## src/rtl/msi_l1_cache_ctrl.sv

```systemverilog
// Fully associative L1 cache controller with MSI coherence.
// Each line holds state (00 empty, 01 I, 10 S, 11 M), tag and one data word.
// Ports:
//   Clock, Reset                      - clock, asynchronous active-high reset
//   ReqValid/ReqWrite/ReqAddr/ReqData - processor request; ReqReady high only in IDLE
//   RspValid/RspData/RspHit           - one-cycle processor response
//   DirReq*/DirAck/DirAckData         - directory request (00 WB, 01 RdMiss, 10 WrMiss, 11 Upg) and ack
//   SnpValid/SnpType/SnpAddr          - snoop (01 Fetch, 10 Inv, 11 FetchInv)
//   SnpAck/SnpHasData/SnpData         - registered snoop reply, one cycle after SnpValid
module msi_l1_cache_ctrl #(
  parameter int ADDR_W = 4,
  parameter int DATA_W = 4,
  parameter int LINES  = 2
) (
  input  logic              Clock,
  input  logic              Reset,
  input  logic              ReqValid,
  input  logic              ReqWrite,
  input  logic [ADDR_W-1:0] ReqAddr,
  input  logic [DATA_W-1:0] ReqData,
  output logic              ReqReady,
  output logic              RspValid,
  output logic [DATA_W-1:0] RspData,
  output logic              RspHit,
  output logic              DirReqValid,
  output logic [1:0]        DirReqType,
  output logic [ADDR_W-1:0] DirReqAddr,
  output logic [DATA_W-1:0] DirReqData,
  input  logic              DirAck,
  input  logic [DATA_W-1:0] DirAckData,
  input  logic              SnpValid,
  input  logic [1:0]        SnpType,
  input  logic [ADDR_W-1:0] SnpAddr,
  output logic              SnpAck,
  output logic              SnpHasData,
  output logic [DATA_W-1:0] SnpData
);
  localparam int IW = $clog2(LINES);

  typedef enum logic [2:0] {ST_IDLE, ST_WB, ST_MISS, ST_UPG, ST_RESP} fsm_t;
  typedef enum logic [1:0] {LS_EMPTY = 2'b00, LS_INV = 2'b01, LS_SHR = 2'b10, LS_MOD = 2'b11} line_t;
  typedef enum logic [1:0] {DR_WB = 2'b00, DR_RDMISS = 2'b01, DR_WRMISS = 2'b10, DR_UPG = 2'b11} dir_t;
  typedef enum logic [1:0] {SN_NONE = 2'b00, SN_FETCH = 2'b01, SN_INV = 2'b10, SN_FINV = 2'b11} snp_t;

  fsm_t              state_q, state_d;
  line_t             st_q [LINES];
  line_t             st_post [LINES];
  line_t             st_n [LINES];
  logic [ADDR_W-1:0] tag_q [LINES];
  logic [DATA_W-1:0] data_q [LINES];
  logic [IW-1:0]     rr_q, rr_d, idx_q, idx_d;
  logic              req_write_q;
  logic [ADDR_W-1:0] req_addr_q;
  logic [DATA_W-1:0] req_data_q;
  logic              accept;

  logic              snp_hit, snp_has_d;
  logic [IW-1:0]     snp_idx;
  logic [DATA_W-1:0] snp_data_d;
  logic              req_hit, victim_free, victim_dirty;
  logic [IW-1:0]     hit_idx, victim;

  logic              wr_en;
  logic [IW-1:0]     wr_idx;
  line_t             wr_st;
  logic [ADDR_W-1:0] wr_tag;
  logic [DATA_W-1:0] wr_data;
  logic              rsp_valid_d, rsp_hit_d, dir_valid_d;
  logic [DATA_W-1:0] rsp_data_d, dir_data_d;
  logic [1:0]        dir_type_d;
  logic [ADDR_W-1:0] dir_addr_d;

  // Snoop effect is resolved first; the local lookup below sees st_post.
  always_comb begin
    snp_hit    = 1'b0;
    snp_idx    = '0;
    snp_has_d  = 1'b0;
    snp_data_d = '0;
    for (int unsigned i = 0; i < LINES; i++)
      if (!snp_hit && tag_q[i] == SnpAddr && (st_q[i] == LS_SHR || st_q[i] == LS_MOD)) begin
        snp_hit = 1'b1;
        snp_idx = IW'(i);
      end
    st_post = st_q;
    if (SnpValid && snp_hit) begin
      if (st_q[snp_idx] == LS_MOD) begin
        if (SnpType == SN_FETCH || SnpType == SN_FINV) begin
          snp_has_d  = 1'b1;
          snp_data_d = data_q[snp_idx];
        end
        if (SnpType == SN_FETCH) st_post[snp_idx] = LS_SHR;
        else if (SnpType != SN_NONE) st_post[snp_idx] = LS_INV;
      end else if (SnpType == SN_INV || SnpType == SN_FINV) begin
        st_post[snp_idx] = LS_INV;
      end
    end

    req_hit     = 1'b0;
    hit_idx     = '0;
    victim_free = 1'b0;
    victim      = rr_q;
    for (int unsigned i = 0; i < LINES; i++) begin
      if (!req_hit && tag_q[i] == ReqAddr && (st_post[i] == LS_SHR || st_post[i] == LS_MOD)) begin
        req_hit = 1'b1;
        hit_idx = IW'(i);
      end
      if (!victim_free && (st_post[i] == LS_EMPTY || st_post[i] == LS_INV)) begin
        victim_free = 1'b1;
        victim      = IW'(i);
      end
    end
    victim_dirty = (st_post[victim] == LS_MOD);
  end

  assign accept = ReqValid && ReqReady && state_q == ST_IDLE;

  always_comb begin
    state_d     = state_q;
    rr_d        = rr_q;
    idx_d       = idx_q;
    wr_en       = 1'b0;
    wr_idx      = idx_q;
    wr_st       = LS_EMPTY;
    wr_tag      = '0;
    wr_data     = '0;
    rsp_valid_d = 1'b0;
    rsp_hit_d   = 1'b0;
    rsp_data_d  = RspData;
    dir_type_d  = DirReqType;
    dir_addr_d  = DirReqAddr;
    dir_data_d  = DirReqData;
    unique case (state_q)
      ST_IDLE: if (accept) begin
        if (req_hit) begin
          idx_d = hit_idx;
          if (!ReqWrite || st_post[hit_idx] == LS_MOD) begin
            state_d     = ST_RESP;
            rsp_valid_d = 1'b1;
            rsp_hit_d   = 1'b1;
            rsp_data_d  = ReqWrite ? ReqData : data_q[hit_idx];
            if (ReqWrite) begin
              wr_en = 1'b1; wr_idx = hit_idx; wr_st = LS_MOD; wr_tag = ReqAddr; wr_data = ReqData;
            end
          end else begin
            state_d    = ST_UPG;
            dir_type_d = DR_UPG;
            dir_addr_d = ReqAddr;
            dir_data_d = ReqData;
          end
        end else begin
          idx_d = victim;
          if (!victim_free) rr_d = (rr_q == IW'(LINES - 1)) ? '0 : rr_q + 1'b1;
          if (victim_dirty) begin
            state_d    = ST_WB;
            dir_type_d = DR_WB;
            dir_addr_d = tag_q[victim];
            dir_data_d = data_q[victim];
          end else begin
            state_d    = ST_MISS;
            dir_type_d = ReqWrite ? DR_WRMISS : DR_RDMISS;
            dir_addr_d = ReqAddr;
            dir_data_d = ReqData;
            // Silently drop a clean shared victim so it no longer answers snoops.
            if (st_post[victim] == LS_SHR) begin
              wr_en = 1'b1; wr_idx = victim; wr_st = LS_INV; wr_tag = tag_q[victim]; wr_data = data_q[victim];
            end
          end
        end
      end
      ST_WB: if (DirAck) begin
        wr_en      = 1'b1; wr_st = LS_INV; wr_tag = tag_q[idx_q]; wr_data = data_q[idx_q];
        state_d    = ST_MISS;
        dir_type_d = req_write_q ? DR_WRMISS : DR_RDMISS;
        dir_addr_d = req_addr_q;
        dir_data_d = req_data_q;
      end
      ST_MISS: if (DirAck) begin
        wr_en       = 1'b1;
        wr_st       = req_write_q ? LS_MOD : LS_SHR;
        wr_tag      = req_addr_q;
        wr_data     = req_write_q ? req_data_q : DirAckData;
        state_d     = ST_RESP;
        rsp_valid_d = 1'b1;
        rsp_data_d  = wr_data;
      end
      // An ack always completes as a write fill, so an upgrade that lost its
      // S copy to a snoop in the same cycle needs no special case.
      ST_UPG: if (DirAck) begin
        wr_en       = 1'b1; wr_st = LS_MOD; wr_tag = req_addr_q; wr_data = req_data_q;
        state_d     = ST_RESP;
        rsp_valid_d = 1'b1;
        rsp_data_d  = req_data_q;
      end else if (st_post[idx_q] != LS_SHR) begin
        state_d    = ST_MISS;
        dir_type_d = DR_WRMISS;
      end
      ST_RESP: state_d = ST_IDLE;
      default: state_d = ST_IDLE;
    endcase
    dir_valid_d = (state_d == ST_WB || state_d == ST_MISS || state_d == ST_UPG);
    st_n = st_post;
    if (wr_en) st_n[wr_idx] = wr_st;
  end

  always_ff @(posedge Clock or posedge Reset) begin
    if (Reset) begin
      state_q     <= ST_IDLE;
      rr_q        <= '0;
      idx_q       <= '0;
      req_write_q <= 1'b0;
      req_addr_q  <= '0;
      req_data_q  <= '0;
      for (int unsigned i = 0; i < LINES; i++) begin
        st_q[i]   <= LS_EMPTY;
        tag_q[i]  <= '0;
        data_q[i] <= '0;
      end
      ReqReady    <= 1'b0;
      RspValid    <= 1'b0;
      RspHit      <= 1'b0;
      RspData     <= '0;
      DirReqValid <= 1'b0;
      DirReqType  <= '0;
      DirReqAddr  <= '0;
      DirReqData  <= '0;
      SnpAck      <= 1'b0;
      SnpHasData  <= 1'b0;
      SnpData     <= '0;
    end else begin
      state_q <= state_d;
      rr_q    <= rr_d;
      idx_q   <= idx_d;
      if (accept) begin
        req_write_q <= ReqWrite;
        req_addr_q  <= ReqAddr;
        req_data_q  <= ReqData;
      end
      st_q <= st_n;
      if (wr_en) begin
        tag_q[wr_idx]  <= wr_tag;
        data_q[wr_idx] <= wr_data;
      end
      ReqReady    <= (state_d == ST_IDLE);
      RspValid    <= rsp_valid_d;
      RspHit      <= rsp_hit_d;
      RspData     <= rsp_data_d;
      DirReqValid <= dir_valid_d;
      DirReqType  <= dir_type_d;
      DirReqAddr  <= dir_addr_d;
      DirReqData  <= dir_data_d;
      SnpAck      <= SnpValid;
      SnpHasData  <= snp_has_d;
      SnpData     <= snp_data_d;
    end
  end
endmodule

```

## config.mk

```make
export PLATFORM = sky130hd
export DESIGN_NAME = msi_l1_cache_ctrl
export DESIGN_NICKNAME = d
export VERILOG_FILES = /design/src/rtl/msi_l1_cache_ctrl.sv
export SDC_FILE = /design/constraint.sdc
export NUM_CORES = 1
export LEC_CHECK = 0
export BUFFER_PORTS_ARGS = -buffer_cell sky130_fd_sc_hd__buf_2
export CAP_MARGIN = 15
export CORE_UTILIZATION = 46
export DETAILED_ROUTE_END_ITERATION = 8
export PLACE_DENSITY = 0.66
export SYNTH_ARGS = -nofsm -noshare
export SYNTH_HDL_FRONTEND = slang
export SYNTH_SLANG_ARGS = --single-unit
```

## constraint.sdc

```tcl
create_clock -name Clock -period 3.35 [get_ports Clock]
set_clock_uncertainty 0.1 [all_clocks]
set_input_delay 0 -clock Clock [delete_from_list [all_inputs] [get_ports Clock]]
set_output_delay 0 -clock Clock [all_outputs]
set_load 0.01 [all_outputs]
```

==> results of run 1 <==
[cell families after synthesis]
group           Yosys count  share of synthesized area, %
simple gates            109                          13.9
xor+xnor                 17                          4.07
buf+inv                  24                          2.80
flops                    58                          39.6
compound gates           92                          19.8
mux                      65                          19.7
[worst max path at each step]
stage,slack (ps),endpoint
after detailed placement,30,data_q[6]
after global routing,40,DirReqType[0]
after CTS,20,data_q[5]
after floorplan,270,data_q[0]
final,240,tag_q[5]
after global placement,140,data_q[6]
[metal layers]
| metal | up-vias | track usage [%] |
|---|---|---|
| li1 | 1493 | - |
| met2 | 123 | 40.3 |
| met3 | 23 | 3.85 |
| met5 | - | 0 |
| met1 | 1554 | 33.5 |
| met4 | 0 | 11.5 |
[registers in the layout, indices dropped and copies added (netlist names)]
signal,flops
RspValid,1
req_addr_q,4
rr_q,1
SnpAck,1
req_data_q,4
data_q,8
req_write_q,1
tag_q,8
DirReqAddr,4
DirReqValid,1
RspData,4
SnpData,4
DirReqType,2
RspHit,1
SnpHasData,1
st_q,4
DirReqData,4
ReqReady,1
state_q,3
idx_q,1
[power groups by stage]
stage	clock, uW	sequential (uW)	combinational (uW)
finish	578	1250	1460
global route	616	1290	1590
CTS	588	1240	1450
detailed placement	0	1250	1430
global placement	0	1240	1400
floorplan	0	1220	983
[layout make-up]
cell class	count	area (um2)
multi-input cells	283	2130
repair buffers	80	515
clock inverters	5	31.3
clock buffers	10	138
flip-flops and latches	58	1450
inverters	12	45.0
fillers	719	3290
well taps	102	128
[stage by stage]
step | area (um2) | cells | setup slack (ps) | power, uW | hold slack (ps)
after floorplan | 3660 | 365 | 272 | 2200 | -68.6
after global placement | 4120 | 521 | 139 | 2640 | 66.6
after detailed placement | 4120 | 521 | 33.5 | 2680 | 71.3
after CTS | 4410 | 549 | 16.2 | 3280 | 11.6
after global routing | 4430 | 550 | 42.6 | 3490 | 37.5
final | 4430 | 550 | 239 | 3280 | 19.4
[cells in the mapped netlist (all sizes together) (4+ instances only)]
cell    instances
o22a            8
mux2           33
nor3            8
nand3           4
a221o           4
inv            11
nand2          58
a21oi           7
o21ai          37
a21o            4
clkbuf          9
nor2           21
xnor2           9
xor2            8
dfrtp          58
mux2i          32
a221oi          4
[tightest hold or removal path: stages]
cell and delay [ps]:
buf_2 80, mux2i_1 80, o21ai_0 150, o22a_1 120
[timing repair]
action / in CTS / in global routing
endpoints found under the setup margin: 0 / 32
endpoints found under the hold margin: 56 / 0
gates resized for setup: 0 / 3
hold buffers: 13 / 0
setup buffers: 0 / 1
==> impl_metrics.csv, run 1 <==
group,metric,value,unit
placement,gp_congestion,0.864,
synth,synth_edf_count,0,
synth,netlist_area,3660,um2
timing,rsz0062_at_grt,"false",
synth,syn_nets,389,
worst_setup_path,reg2reg_slack,240,ps
job,maxCapViolations,0,
power,sw_frac_of_total,41.3,%
cts,cts_tree,"done",
die,die_w,91.2,um
hold_path,min_path_type,"primary input to register",
global_route,grt_overflow,0,
placement,port_buffers,47,
synth,ys.flop_type,"dfrtp_1",
cts,htree_levels,3,
cells_and_area,drive_above_1_share,29.5,%
worst_setup_path,critPathLaunch,"state_q[1]",
cells_and_area,syn_to_final_growth,21.1,%
power,p_comb_share,44.5,%
global_route,grt_pass1_wl,16.1,mm
route,met3WireLength,536,um
global_route,grt_start_max_net_pins,44,
status,status,"finished, final reports clean",
synth,synth_cell_types,63,
timing,hold_viol_final,0,
route,post-route-drc-count,0,
worst_setup_path,critPathKind,"register to register",
hold_path,hold-path-cell-count,4,
synth,synthCells,365,
timing,tightest_slew,907,ps
power,ir_worst_vdd,422,uV
worst_setup_path,r2r_end,"tag_q[5]",
timing,relSlewSlack,39.5,%
die,fp-row-count,32,
synth,ys_seq_area_share,39.6,%
worst_setup_path,slowest_delay,620,ps
worst_setup_path,worst_path_max_delay_cell,"or4_1",
global_route,antenna_found_initial,0,
worst_setup_path,reg2regPathDepth,7,
timing,max_freq,321,MHz
route,drt_iter0_drc,304,
cts,clock-sinks,58,
route,vias_per_cell,5.81,
synth,avgSynthCellArea,10.0,um2
worst_setup_path,end_kind,"register",
route,wl_per_cell,17.8,um
worst_setup_path,rr_startpoint,"state_q[1]",
synth,ys_top_cells_by_area,"dfrtp_1, mux2i_1, mux2_2",
synth,yosys_register_bits,58,
global_route,grt_pass1_vias,3206,
power,p_per_area,741,nW/um2
route,ant_nets,0,
route,vias,3193,
power,power.share.clock,17.6,%
power,seq_power_share,37.9,%
worst_setup_path,crit_family,"simple AND/OR/NAND/NOR gates",
die,die-area,8320,um2
worst_setup_path,critPathRequiredTime,3470,ps
synth,ys_warn_count,0,
power,p_leak,0.00211,uW
synth,synth_top_area_share,39.6,%
hold_path,hp-start,"DirAckData[2]",
synth,synthArstFlopShare,100,%
cts,cts-root-buf,"clkbuf_8",
cells_and_area,layout_common_cells,"dfrtp_1, nand2_1, buf_2",
worst_setup_path,worst_setup_path_start_kind,"register",
worst_setup_path,path_depth,7,
cells_and_area,diodes,0,
die,die_h,91.2,um
worst_setup_path,worstPathCellList,"or4_1 -> nor3_1 -> nand4b_2 -> nor3_4 -> nor2_1 -> o2bb2ai_4 -> mux2_1",
power,p_switching,1360,uW
power,p_int,1930,uW
die,start_util,47.4,%
route,routed_wl,9.81,mm
cts,cts.clk_slew.worst_paths,70,ps
placement,dp_hpwl,6.90,mm
route,wl_met2,4.59,mm
synth,synth_top_area_cell,"dfrtp_1",
route,first_pass_iters,5,
worst_setup_path,cp.arrival,3230,ps
timing,fin_crit,3110,ps
timing,setup_viol,0,
worst_setup_path,critPathBufInv,0,
cells_and_area,final_core_util,57.4,%
timing,slew_viol_final,0,
cts,insertion_delay,340,ps
cells_and_area,nets,468,
hold_path,min_to,"RspData[2]",
timing,setup_tns,0,ps
die,core-area,7730,um2
worst_setup_path,path_max_fanout,10,
cts,cts_buffers,9,
die,io_pins,48,
global_route,globalRouteTotalUtil,25.2,%
cts,clk_path_buf_depth,2,
route,met1Wirelength,4.43,mm
timing,period_share,92.9,%
route,top_layer,"met4",
Note: power is estimated with default switching activity, not from simulation.
==> run 2: changes to the inputs <==
- REMOVE_ABC_BUFFERS: unset -> 1
==> run 2 against run 1 <==
Against the previous run: utilization is 0.50 points higher; total power increased by 3.2%; sequential share of layout area decreased by 0.28 points; critical path depth is 2 higher; highest routed layer unchanged; sequential power hardly changed; sequential cell count did not move.
==> impl_metrics.csv, run 2 (synthesized netlist as in run 1, its figures left out) <==
group,metric,value,unit
worst_setup_path,critPathLaunch,"tag_q[1]",
cells_and_area,nets,469,
global_route,grt_pass1_vias,2963,
cts,cts_tree,"done",
die,die_w,91.2,um
cts,cts.clk_slew.worst_paths,70,ps
worst_setup_path,worst_setup_path_start_kind,"register",
cells_and_area,syn_to_final_growth,22.2,%
cells_and_area,final_core_util,57.9,%
timing,rsz0062_at_grt,"false",
global_route,grt_start_max_net_pins,32,
worst_setup_path,reg2regPathDepth,9,
global_route,globalRouteTotalUtil,24.6,%
worst_setup_path,r2r_end,"tag_q[7]",
cells_and_area,drive_above_1_share,29.4,%
route,wl_per_cell,17.7,um
placement,postPlaceCellArea,4130,um2
job,maxCapViolations,0,
power,p_per_area,758,nW/um2
worst_setup_path,reg2reg_slack,200,ps
cts,htree_levels,3,
status,status,"finished, final reports clean",
timing,holdWs,19.1,ps
timing,setup_viol,0,
global_route,grt_pass1_wl,15.6,mm
global_route,grt_busiest_layer,"met2",
placement,gp_congestion,0.878,
cts,cts_buffers,9,
cells_and_area,final_cell_area,4470,um2
timing,max_freq,317,MHz
placement,dp_hpwl,6.96,mm
timing,tightest_slew,662,ps
cts,cts-root-buf,"clkbuf_8",
die,io_pins,48,
cells_and_area,diodes,0,
worst_setup_path,path_max_fanout,10,
cells_and_area,layout_common_cells,"dfrtp_1, nand2_1, buf_2",
global_route,grt_use_met3,6.11,%
worst_setup_path,end_kind,"register",
die,start_util,47.4,%
cts,clk_path_buf_depth,2,
global_route,grt_overflow,0,
timing,relSlewSlack,55.8,%
timing,period_share,94.1,%
placement,port_buffers,47,
worst_setup_path,critPathKind,"register to register",
die,die-area,8320,um2
die,die_h,91.2,um
worst_setup_path,rr_startpoint,"tag_q[1]",
route,post-route-drc-count,0,
cts,clock-sinks,58,
route,first_pass_iters,4,
worst_setup_path,cp.arrival,3280,ps
global_route,use_met1,32.7,%
route,routed_wl,9.75,mm
global_route,antenna_found_initial,0,
timing,slew_viol_final,0,
power,ir_worst_vdd,417,uV
hold_path,hold-path-cell-count,4,
die,fp-row-count,32,
die,core-area,7730,um2
power,p_leak,0.00213,uW
hold_path,min_path_type,"primary input to register",
route,vias_per_cell,5.65,
worst_setup_path,crit_end,"tag_q[7]",
cts,cts_setup_buffers,0,
timing,setup_tns,0,ps
global_route,grt_use_met2,40.0,%
route,vias,3111,
worst_setup_path,critPathRequiredTime,3480,ps
route,drt_iter0_drc,190,
route,ant_nets,0,
timing,hold_viol_final,0,
cts,insertion_delay,350,ps
timing,fin_crit,3150,ps
cells_and_area,reg_top3,"data_q: 8 flops, tag_q: 8 flops",
[run 2: cell types whose count changed in the layout (fill, tap and decap cells not counted), sizes merged]
cell,previous run,this run
clkbuf,10,9
bufinv,0,2
clkinv,5,4
buf,67,68
[run 2: stage by stage]
step                instances  total power (uW)  worst slack, ps
floorplan                 353              2180              108
global placement          523              2650              251
detailed placement        523              2670              149
CTS                       551              3390              135
global route              551              3600             18.5
finish                    551              3390              198
[run 2: worst min-delay path by stage]
stage | startpoint | to | slack, ps
floorplan | SnpValid | SnpAck | -70
global placement | Reset | req_data_q[1] | 20
detailed placement | Reset | req_data_q[1] | 40
CTS | DirAckData[3] | RspData[3] | 20
global route | DirAckData[3] | RspData[3] | 30
finish | DirAckData[1] | RspData[1] | 20
[run 2: critical path, stage by stage, from the launching register on]
cell and delay [ps]:
dfrtp_1 460, xnor2_1 180, nand4_1 100, buf_4 180, a2111oi_4 340, a2bb2oi_1 490
mux2i_1 290, o21ai_2 260, o2bb2ai_4 250, mux2_2 380
[run 2: power breakdown]
group	internal, uW	switching (uW)
clock	410	283
sequential	966	290
combinational	672	768
total	2050	1340
[run 2: layer usage]
metal / vias up / part of all wire, %
met5: - / 0
met3: 16 / 6.1
li1: 1500 / -
met1: 1490 / 45
met2: 105 / 48
met4: 0 / 1.5
[run 2: layout make-up]
class	instances	area [um2]
inverters	12	45.0
multi-input cells	283	2120
fillers	681	3250
well taps	102	128
clock buffers	9	124
clock inverters	6	82.6
flip-flops and latches	58	1450
repair buffers	81	523
[run 2: repair_timing]
action	CTS	global route
endpoints found under the setup margin	0	11
resized for setup	0	1
endpoints found under the hold margin	47	0
hold buffers	13	0
